File: config.mk
export PLATFORM = sky130hd
export DESIGN_NAME = mem_stage_lsu
export DESIGN_NICKNAME = d
export VERILOG_FILES = /design/src/rtl/mem_stage_lsu.sv
export SDC_FILE = /design/constraint.sdc
export NUM_CORES = 1
export LEC_CHECK = 0
export ABC_CLOCK_PERIOD_IN_PS = 1700
export BUFFER_PORTS_ARGS = -buffer_cell sky130_fd_sc_hd__buf_2
export CORE_MARGIN = 3
export CORE_UTILIZATION = 40
export DETAILED_ROUTE_END_ITERATION = 12
export PLACE_DENSITY = 0.68
export SYNTH_ARGS = -nofsm -noshare
export SYNTH_HDL_FRONTEND = slang
export SYNTH_SLANG_ARGS = --single-unit
File: constraint.sdc
create_clock -name clk -period 1.7 [get_ports clk]
set_input_delay 0.17 -clock clk [delete_from_list [all_inputs] [get_ports clk]]
set_output_delay 0.17 -clock clk [all_outputs]
set_load 0.005 [all_outputs]
File: src/rtl/mem_stage_lsu.sv
// mem_stage_lsu: load/store unit between execute and writeback.
// It talks to a registered-read word memory and does byte stores as read-modify-write.
module mem_stage_lsu #(
    parameter int DATA_W = 16
) (
    input  logic              clk,
    input  logic              rst,
    input  logic              req_valid,
    output logic              req_ready,
    input  logic              req_write,
    input  logic              req_byte,
    input  logic              req_signed,
    input  logic [DATA_W-1:0] req_addr,
    input  logic [DATA_W-1:0] req_wdata,
    input  logic [3:0]        req_rd,
    output logic              resp_valid,
    input  logic              resp_ready,
    output logic [DATA_W-1:0] resp_data,
    output logic [3:0]        resp_rd,
    output logic              resp_err,
    output logic [DATA_W-1:0] mem_addr,
    output logic [DATA_W-1:0] mem_wrData,
    output logic              mem_memRead,
    output logic              mem_memWrite,
    input  logic [DATA_W-1:0] mem_rdData
);
    typedef enum logic [2:0] {IDLE, RD, CAP, WR, RESP} state_t;
    state_t state;
    logic [DATA_W-1:0] addrQ, wdataQ, respData, wrData, loadVal, mergeVal;
    logic [7:0] lane;
    logic [3:0] rdQ;
    logic writeQ, byteQ, signedQ, respErr;
    always_comb begin
        lane     = addrQ[0] ? mem_rdData[15:8] : mem_rdData[7:0];
        loadVal  = byteQ ? {{8{signedQ & lane[7]}}, lane} : mem_rdData;
        mergeVal = addrQ[0] ? {wdataQ[7:0], mem_rdData[7:0]} : {mem_rdData[15:8], wdataQ[7:0]};
    end
    always_ff @(posedge clk or negedge rst) begin
        if (!rst) begin
            state    <= IDLE;
            addrQ    <= '0;
            wdataQ   <= '0;
            respData <= '0;
            wrData   <= '0;
            rdQ      <= '0;
            writeQ   <= 1'b0;
            byteQ    <= 1'b0;
            signedQ  <= 1'b0;
            respErr  <= 1'b0;
        end else begin
            case (state)
                IDLE: if (req_valid) begin
                    addrQ    <= req_addr;
                    wdataQ   <= req_wdata;
                    writeQ   <= req_write;
                    byteQ    <= req_byte;
                    signedQ  <= req_signed;
                    rdQ      <= req_rd;
                    wrData   <= req_wdata;
                    respData <= '0;
                    respErr  <= !req_byte && req_addr[0];
                    // misaligned words skip memory entirely; byte stores need the old word first
                    state    <= (!req_byte && req_addr[0]) ? RESP : (req_write && !req_byte) ? WR : RD;
                end
                RD: state <= CAP;
                CAP: begin
                    if (writeQ) wrData <= mergeVal;
                    else respData <= loadVal;
                    state <= writeQ ? WR : RESP;
                end
                WR: state <= RESP;
                RESP: if (resp_ready) state <= IDLE;
                default: state <= IDLE;
            endcase
        end
    end
    assign req_ready    = state == IDLE;
    assign resp_valid   = state == RESP;
    assign mem_memRead  = state == RD;
    assign mem_memWrite = state == WR;
    assign mem_addr     = {1'b0, addrQ[DATA_W-1:1]};
    assign mem_wrData   = wrData;
    assign resp_data    = respData;
    assign resp_err     = respErr;
    assign resp_rd      = rdQ;
endmodule

## Word-level counts from Yosys, hierarchy flattened

Cells that the tools add are included.

| word-level totals | value |
|---|---|
| flip-flop bits (word level) | 67 |
| output and inout bits | 57 |
| word-level logic and storage cells | 43 |
| bits of input ports | 59 |

| cells by class | value |
|---|---|
| reduce and logical (&&, ||, !) cells | 9 |
| bitwise operators | 1 |
| mux-type cells | 15 |
| equal/unequal tests | 8 |

Operators with widths:

| kind | count |
|---|---|
| $mux W16 | 6 |
| $pmux W16 S2 | 2 |
| $pmux W3 S5 | 1 |
| $mux W3 | 4 |
| $mux W8 | 1 |
| $eq A3 B2 Y1 const B | 2 |
| $ne A2 B2 Y1 const B | 3 |
| $reduce_and A3 Y1 | 2 |
| $reduce_and A2 Y1 | 2 |
| $eq A3 B1 Y1 const B | 1 |
| $eq A3 B3 Y1 const B | 1 |
| $logic_not A3 Y1 | 1 |
| $logic_and A1 B1 Y1 | 2 |
| $mux W2 | 1 |
| $ne A2 B1 Y1 const B | 1 |
| $reduce_bool A2 Y1 | 1 |
| $and A1 B1 Y1 | 1 |
| $logic_not A1 Y1 | 1 |

## Logic depth before layout (Yosys ltp)

Gate-level depths: netlist (run 1).

| logic depth | value |
|---|---|
| depth in word-level cells | 6 |
| mapped depth | 6 |
| depth with buffers taken out | 3 |

## Worst setup path before layout (run 1)

Ideal clock, no wire load.

| path | value |
|---|---|
| kind | flip-flop to flip-flop |
| from | reg state[0] |
| to | reg wrData[10] (netlist: mem_wrData[10]) |
| path buffers | 2 |
| data arrival time | 1614 ps |
| path slack | -39 ps |
| period minus slack after synthesis | 1739 ps |
| required time | 1575 ps |
| setup time | 125 ps |
| stages on the path, launching flop included | 6 |
| path through | dfrtp_1 -> buf_6 -> nor3b_4 -> buf_4 -> mux2_2 -> mux2_2 |

| on the way | value |
|---|---|
| cells in the longest elaborated chain, start to end | 3 |
| elaborated cells on any way between the ends | 7 |
| classes of those cells | eq/ne (3); mux (1); reduce/logical (3) |

Ends and longest elaborated chain:

| element | RTL line | text |
|---|---|---|
| start: declaration | 28 | `state_t state;` |
| start signal: assignment | 63 | `state <= (!req_byte && req_addr[0]) ? RESP : (req_write && !req_byte) ? WR : RD;` |
| start signal: assignment | 69 | `state <= writeQ ? WR : RESP;` |
| $eq A3 B2 Y1 / $logic_not A3 Y1 (equally long branches) | 51 | `case (state)` |
| $ne A2 B2 Y1 (no source line) / $reduce_bool A2 Y1 (equally long branches) | - |  |
| $reduce_and A3 Y1 (no source line) | - |  |
| end signal: assignment | 59 | `wrData <= req_wdata;` |
| end signal: assignment | 67 | `if (writeQ) wrData <= mergeVal;` |
| end: declaration | 29 | `logic [DATA_W-1:0] addrQ, wdataQ, respData, wrData, loadVal, mergeVal;` |

Parallel ways exist; a longest one is shown, timed or not.
A chain may end at the register's enable or synchronous reset.

## Worst setup path in the final report (run 1)

| path | value |
|---|---|
| from | reg state[2] |
| to | reg wrData[2] (netlist: mem_wrData[2]) |

Same word-level chain as after synthesis.

==> flow_summary.json, run 1 <==
{
  "synth.area.mux_share": 0.286,
  "yosys-top-cells-count": "mux2_2 (72), dfrtp_1 (67), buf_4 (22)",
  "die_y_um": 99.1,
  "fmax_mhz": 605,
  "finalPower_w": 0.00783,
  "io_pins": 116,
  "p_seq_frac": 0.358,
  "ir_worst_vdd_uv": 757,
  "num-nets-final": 436,
  "clock-sinks": 67,
  "wl_um": 7770,
  "rows": 33,
  "start_util": 0.417,
  "synth_flop_cell": "dfrtp_1",
  "met1Wirelength_um": 3460,
  "fin_skew_ps": 15.5,
  "crit_fanout": 16,
  "synth_top_family_by_area": "multiplexers",
  "setup_ws_ps": 46.7,
  "grt_pass1_wl_um": 12500,
  "critPathLaunchType": "flip-flop",
  "power_density_nw_per_um2": 1800,
  "min_period_ps": 1650,
  "path_buf_inv": 1,
  "cp.arrival_ps": 1880,
  "p_switching_w": 0.00258,
  "met2WireLength_um": 3670,
  "slowest_delay_ps": 470,
  "maxCapViolations": 0,
  "num_antenna_cells": 0,
  "hpwlAfterDp_um": 5700,
  "clkPwrFrac": 0.185,
  "core_area_um2": 8300,
  "cts_tree": "done",
  "crit_type": "flip-flop to flip-flop",
  "min_path_type": "input pin to flip-flop",
  "yosysTopAreaCell": "dfrtp_1",
  "cp_cell_sequence": "nor3b_4, buf_12, mux2_2, mux2_2",
  "synth_area_um2": 3460,
  "combPwrFrac": 0.457,
  "yosys.area_share.simple": 0.0563,
  "slew_violations": 0,
  "ant_nets": 0,
  "required_ps": 1920,
  "seq_area_frac_synth": 0.484,
  "synth_edf_count": 0,
  "intPower_w": 0.00525,
  "cp-end-kind": "flip-flop",
  "syn2layout_area_growth_pct": 25.7,
  "postSynthCellCount": 269,
  "grt_max_degree": 68,
  "dr_wl_met3_um": 506,
  "finalHoldViolCount": 0,
  "drive_above_1_share": 0.612,
  "cpMostUsedCell": "mux2_2",
  "cp.depth": 4,
  "min_path_cells": 2,
  "cp_slowest_cell": "dfrtp_2",
  "overflow": 0,
  "route.vias.total": 2421,
  "synthAdderAreaFrac": 0,
  "synth_top_area_share": 0.484,
  "period_share": 0.973,
  "dieArea_um2": 9810,
  "netlist_top_cells_area": "dfrtp_1 (48%), mux2_2 (23%), mux2_1 (4.9%), buf_4 (4.8%), a21bo_2 (2.0%)",
  "wire_per_inst_um": 16.0,
  "worstRegToRegCells": 4,
  "path_delay_family": "multiplexers",
  "path_clk_slew_ps": 80,
  "numCtsBuffers": 9,
  "status": "completed",
  "vias_per_cell": 4.98,
  "yosysWarningCount": 0,
  "synthArstFlopShare": 1.00,
  "cts.path.max_buffers": 2,
  "grt_usage": 0.163,
  "synth.most_common_cell": "mux2_2",
  "drt_first_pass_iters": 4,
  "antenna_found_initial": 0,
  "cts_root_buf": "clkbuf_8",
  "tns_ps": 0,
  "gp_congestion": 0.791,
  "synth.distinct_cells": 36,
  "synth_compound_area_frac": 0.0993,
  "setup_viol": 0,
  "drt_iter0_markers": 95,
  "post-place-ws_ps": 30.1,
  "fill_cells": 753,
  "rsz0062_at_grt": "false",
  "top_layer_used": "met4",
  "grt_pass1_vias": 2442,
  "portBuffers": 114,
  "power.leakage_nw": 2.06,
  "die_w_um": 99.1,
  "switching_share": 0.330,
  "ys_ff_latch": 67,
  "clock_latency_ps": 340,
  "cts-htree-levels": 3,
  "synth-xor-area-share": 0,
  "synth.avg_cell_area_um2": 12.9,
  "route.detailed.drc": 0,
  "synth_nets": 328
}
[final timing paths]
kind,endpoint,slack (ps),startpoint
min in group asynchronous,resp_data[13],350,rst
max in group asynchronous,state[1],1000,rst
setup reg to reg,mem_wrData[2],50,state[2]
hold / removal,addrQ[14],50,req_addr[14]
hold reg to reg,addrQ[3],480,addrQ[3]
setup / recovery,mem_wrData[2],50,state[2]
[state kept, by name, summed over array words and instances, names as in the netlist, 3 cells and up]
signal / flops
wdataQ: 8
resp_rd: 4
state: 3
mem_wrData: 16
addrQ: 16
resp_data: 16
[cell families after synthesis]
group           after synthesis
compound gates               42
buf+inv                      39
flops                        67
other cells                   1
mux                          88
simple gates                 32
[cell usage in the layout (no fill, tap or decap), types with 3 or more instances in the layout]
master and instances:
buf_2 114, mux2_2 72, dfrtp_1 65, mux2_1 15, buf_4 11, a21oi_1 10, a211oi_1 9, clkbuf_8 9
nor2_1 8, a22o_1 8, nand3_1 7, a21bo_2 7, buf_12 6, nand2b_1 4, inv_1 3
[final cells by class]
type,count,area [um^2],share of cell area
multi-input cells,163,1530,0.352
repair buffers,133,788,0.181
clock buffers,9,124,0.0284
inverters,3,11.3,0.00258
flip-flops and latches,67,1680,0.385
well taps,105,131,0.0302
clock inverters,6,90.1,0.0207
[power by group through the flow]
stage                     Sequential, W  Clock (W)  Combinational (W)
after floorplan                 0.00275          0            0.00257
after global placement          0.00281          0            0.00353
after detailed placement        0.00284          0            0.00360
after CTS                       0.00282    0.00149            0.00361
after global routing            0.00292    0.00157            0.00391
final                           0.00280    0.00145            0.00358
[layer usage]
layer | vias to the layer above | track usage
met5 | - | 0
met4 | 0 | 0.0641
met3 | 11 | 0.0517
met2 | 64 | 0.253
met1 | 1174 | 0.212
li1 | 1172 | -
[per-stage QoR]
step,cells,area [um^2],util,hold slack (ps)
after floorplan,269,3470,-,-126
after global placement,468,4120,0.496,220
after detailed placement,468,4120,0.496,221
after CTS,484,4340,0.523,37.5
after global routing,486,4360,0.525,31.6
final,486,4360,0.525,49.5
[timing repair]
action	in CTS	in global routing
endpoints found under the setup margin	0	56
setup buffers	0	2
endpoints found under the hold margin	67	0
resized for setup	0	2
hold buffers	1	0
Note: power is estimated with default switching activity, not from simulation.
==> run 2: changes to the inputs <==
==> config.mk (replaced) <==
export PLATFORM = sky130hd
export DESIGN_NAME = mem_stage_lsu
export DESIGN_NICKNAME = d
export VERILOG_FILES = /design/src/rtl/mem_stage_lsu.sv
export SDC_FILE = /design/constraint.sdc
export NUM_CORES = 1
export LEC_CHECK = 0
export ABC_CLOCK_PERIOD_IN_PS = 1400
export BUFFER_PORTS_ARGS = -buffer_cell sky130_fd_sc_hd__buf_2
export CORE_MARGIN = 3
export CORE_UTILIZATION = 45
export DETAILED_ROUTE_END_ITERATION = 12
export PLACE_DENSITY = 0.75
export SYNTH_ARGS = -nofsm -noshare
export SYNTH_HDL_FRONTEND = slang
export SYNTH_SLANG_ARGS = --single-unit
==> constraint.sdc (replaced) <==
create_clock -name clk -period 1.4 [get_ports clk]
set_input_delay 0.14 -clock clk [delete_from_list [all_inputs] [get_ports clk]]
set_output_delay 0.14 -clock clk [all_outputs]
set_load 0.005 [all_outputs]
==> flow_summary.json, run 2 (synthesis results as in run 1) <==
{
  "route.vias.total": 2468,
  "period_share": 1.18,
  "critPathLaunchType": "flip-flop",
  "wl_um": 8340,
  "vias_per_cell": 5.07,
  "slew_violations": 0,
  "io_pins": 116,
  "crit_type": "flip-flop to flip-flop",
  "min_period_ps": 1660,
  "rows": 31,
  "fin_skew_ps": 6.70,
  "fmax_mhz": 603,
  "cp-end-kind": "flip-flop",
  "cp.arrival_ps": 1880,
  "final_common_cell": "buf_2",
  "crit_fanout": 16,
  "setup_viol": 66,
  "num_antenna_cells": 0,
  "setup_ws_ps": -258,
  "gp_congestion": 0.833,
  "maxCapViolations": 0,
  "dieArea_um2": 8790,
  "grt_max_degree": 68,
  "path_clk_slew_ps": 80,
  "drive_above_1_share": 0.637,
  "die_w_um": 93.7,
  "grt_pass1_vias": 2480,
  "violations": "negative setup slack",
  "p_switching_w": 0.00336,
  "core_area_um2": 7370,
  "power.leakage_nw": 2.26,
  "clock-sinks": 67,
  "place_inst": 465,
  "switching_share": 0.315,
  "clkPwrFrac": 0.205,
  "intPower_w": 0.00730,
  "wire_per_inst_um": 17.1,
  "grt_usage": 0.179,
  "ir_worst_vdd_uv": 1300,
  "p_seq_frac": 0.324,
  "combPwrFrac": 0.472,
  "antenna_found_initial": 0,
  "cpMostUsedCell": "mux2_2",
  "portBuffers": 114,
  "die_y_um": 93.7,
  "tns_ps": -11850,
  "ant_nets": 0,
  "min_path_type": "input pin to flip-flop",
  "finalPower_w": 0.0107,
  "grt_pass1_wl_um": 12200,
  "hpwlAfterDp_um": 5670,
  "route.detailed.drc": 0,
  "post-place-ws_ps": -275,
  "start_util": 0.470,
  "fin_cells": 487,
  "overflow": 0,
  "num-nets-final": 442,
  "clock_latency_ps": 340,
  "cts_tree": "done",
  "status": "finished with violations",
  "drt_first_pass_iters": 4,
  "required_ps": 1620,
  "finalHoldViolCount": 0,
  "slowest_delay_ps": 470,
  "drt_iter0_markers": 99,
  "syn2layout_area_growth_pct": 34.2,
  "power_density_nw_per_um2": 2290,
  "cp_cell_sequence": "nor3b_4, buf_12, mux2_2, mux2_2",
  "cts_root_buf": "clkbuf_8",
  "cts.path.max_buffers": 2,
  "mostFrequentLayoutCells": "buf_2 (113), dfrtp_1 (64), mux2_2 (42)",
  "numCtsBuffers": 9,
  "rsz0062_at_grt": "true",
  "cts-htree-levels": 3,
  "cp_slowest_cell": "dfrtp_2"
}
## run 2: cell count changes in the layout (fill, tap and decap cells not counted), moves of 2 or more
cell / previous run / this run
mux2_1: 15 / 13
bufinv_16: 2 / 4
nor3b_2: 0 / 2
buf_6: 0 / 2
mux2_2: 72 / 42
buf_4: 11 / 15
mux2_4: 0 / 32
clkbuf_16: 0 / 2
nor3b_1: 2 / 0
## run 2: final timing paths
kind | from | slack [ps] | cells past startpoint | to
worst max-delay path | state[2] | -260 | 4 | mem_wrData[9]
worst min-delay path | req_addr[1] | 30 | 2 | addrQ[1]
worst max register to register | state[2] | -260 | 4 | mem_wrData[9]
worst min register to register | resp_rd[3] | 500 | 1 | resp_rd[3]
max in group asynchronous | rst | 750 | 3 | resp_data[0]
min in group asynchronous | rst | 330 | 3 | resp_data[6]
## run 2: routing by layer
metal | vias to the layer above | part of all wire | GRT usage
met5 | - | 0 | 0
met4 | 0 | 0.012 | 0.0602
met3 | 9 | 0.052 | 0.0377
met2 | 69 | 0.48 | 0.284
met1 | 1215 | 0.46 | 0.245
li1 | 1175 | - | -
## run 2: through the flow
stage | area, um^2 | utilization | hold slack [ps]
2_1_floorplan | 3490 | - | -156
3_3_place_gp | 4130 | 0.560 | 189
3_5_place_dp | 4130 | 0.560 | 192
4_1_cts | 4420 | 0.600 | 10.1
5_1_grt | 4650 | 0.631 | 23.4
6_report | 4650 | 0.631 | 28.1
## run 2: power groups by stage
stage | Sequential [W] | Combinational, W | Clock (W)
floorplan | 0.00334 | 0.00316 | 0
global placement | 0.00340 | 0.00425 | 0
detailed placement | 0.00344 | 0.00437 | 0
CTS | 0.00342 | 0.00440 | 0.00221
global route | 0.00358 | 0.00544 | 0.00229
finish | 0.00345 | 0.00503 | 0.00218
## run 2: cell type report
| class | instances | area (um^2) |
|---|---|---|
| Multi-Input combinational cell | 163 | 1680 |
| Inverter | 3 | 11.3 |
| Clock inverter | 6 | 136 |
| Sequential cell | 67 | 1680 |
| Fill cell | 596 | 2720 |
| Tap cell | 99 | 124 |
| Clock buffer | 10 | 138 |
| Timing Repair Buffer | 139 | 881 |
## run 2: worst max-delay path, delay by kind of cell (launching register included)
| family | cells | cell delay, ps |
|---|---|---|
| flops | 1 | 470 |
| mux | 2 | 600 |
| buf+inv | 1 | 190 |
| simple gates | 1 | 270 |
## run 2: repair_timing
action,CTS,global route
hold buffers,1,0
gates cloned,0,3
buffers inserted,0,2
resized for setup,5,39
setup endpoints to repair,68,69
endpoints found under the hold margin,67,0
pin swaps,1,3
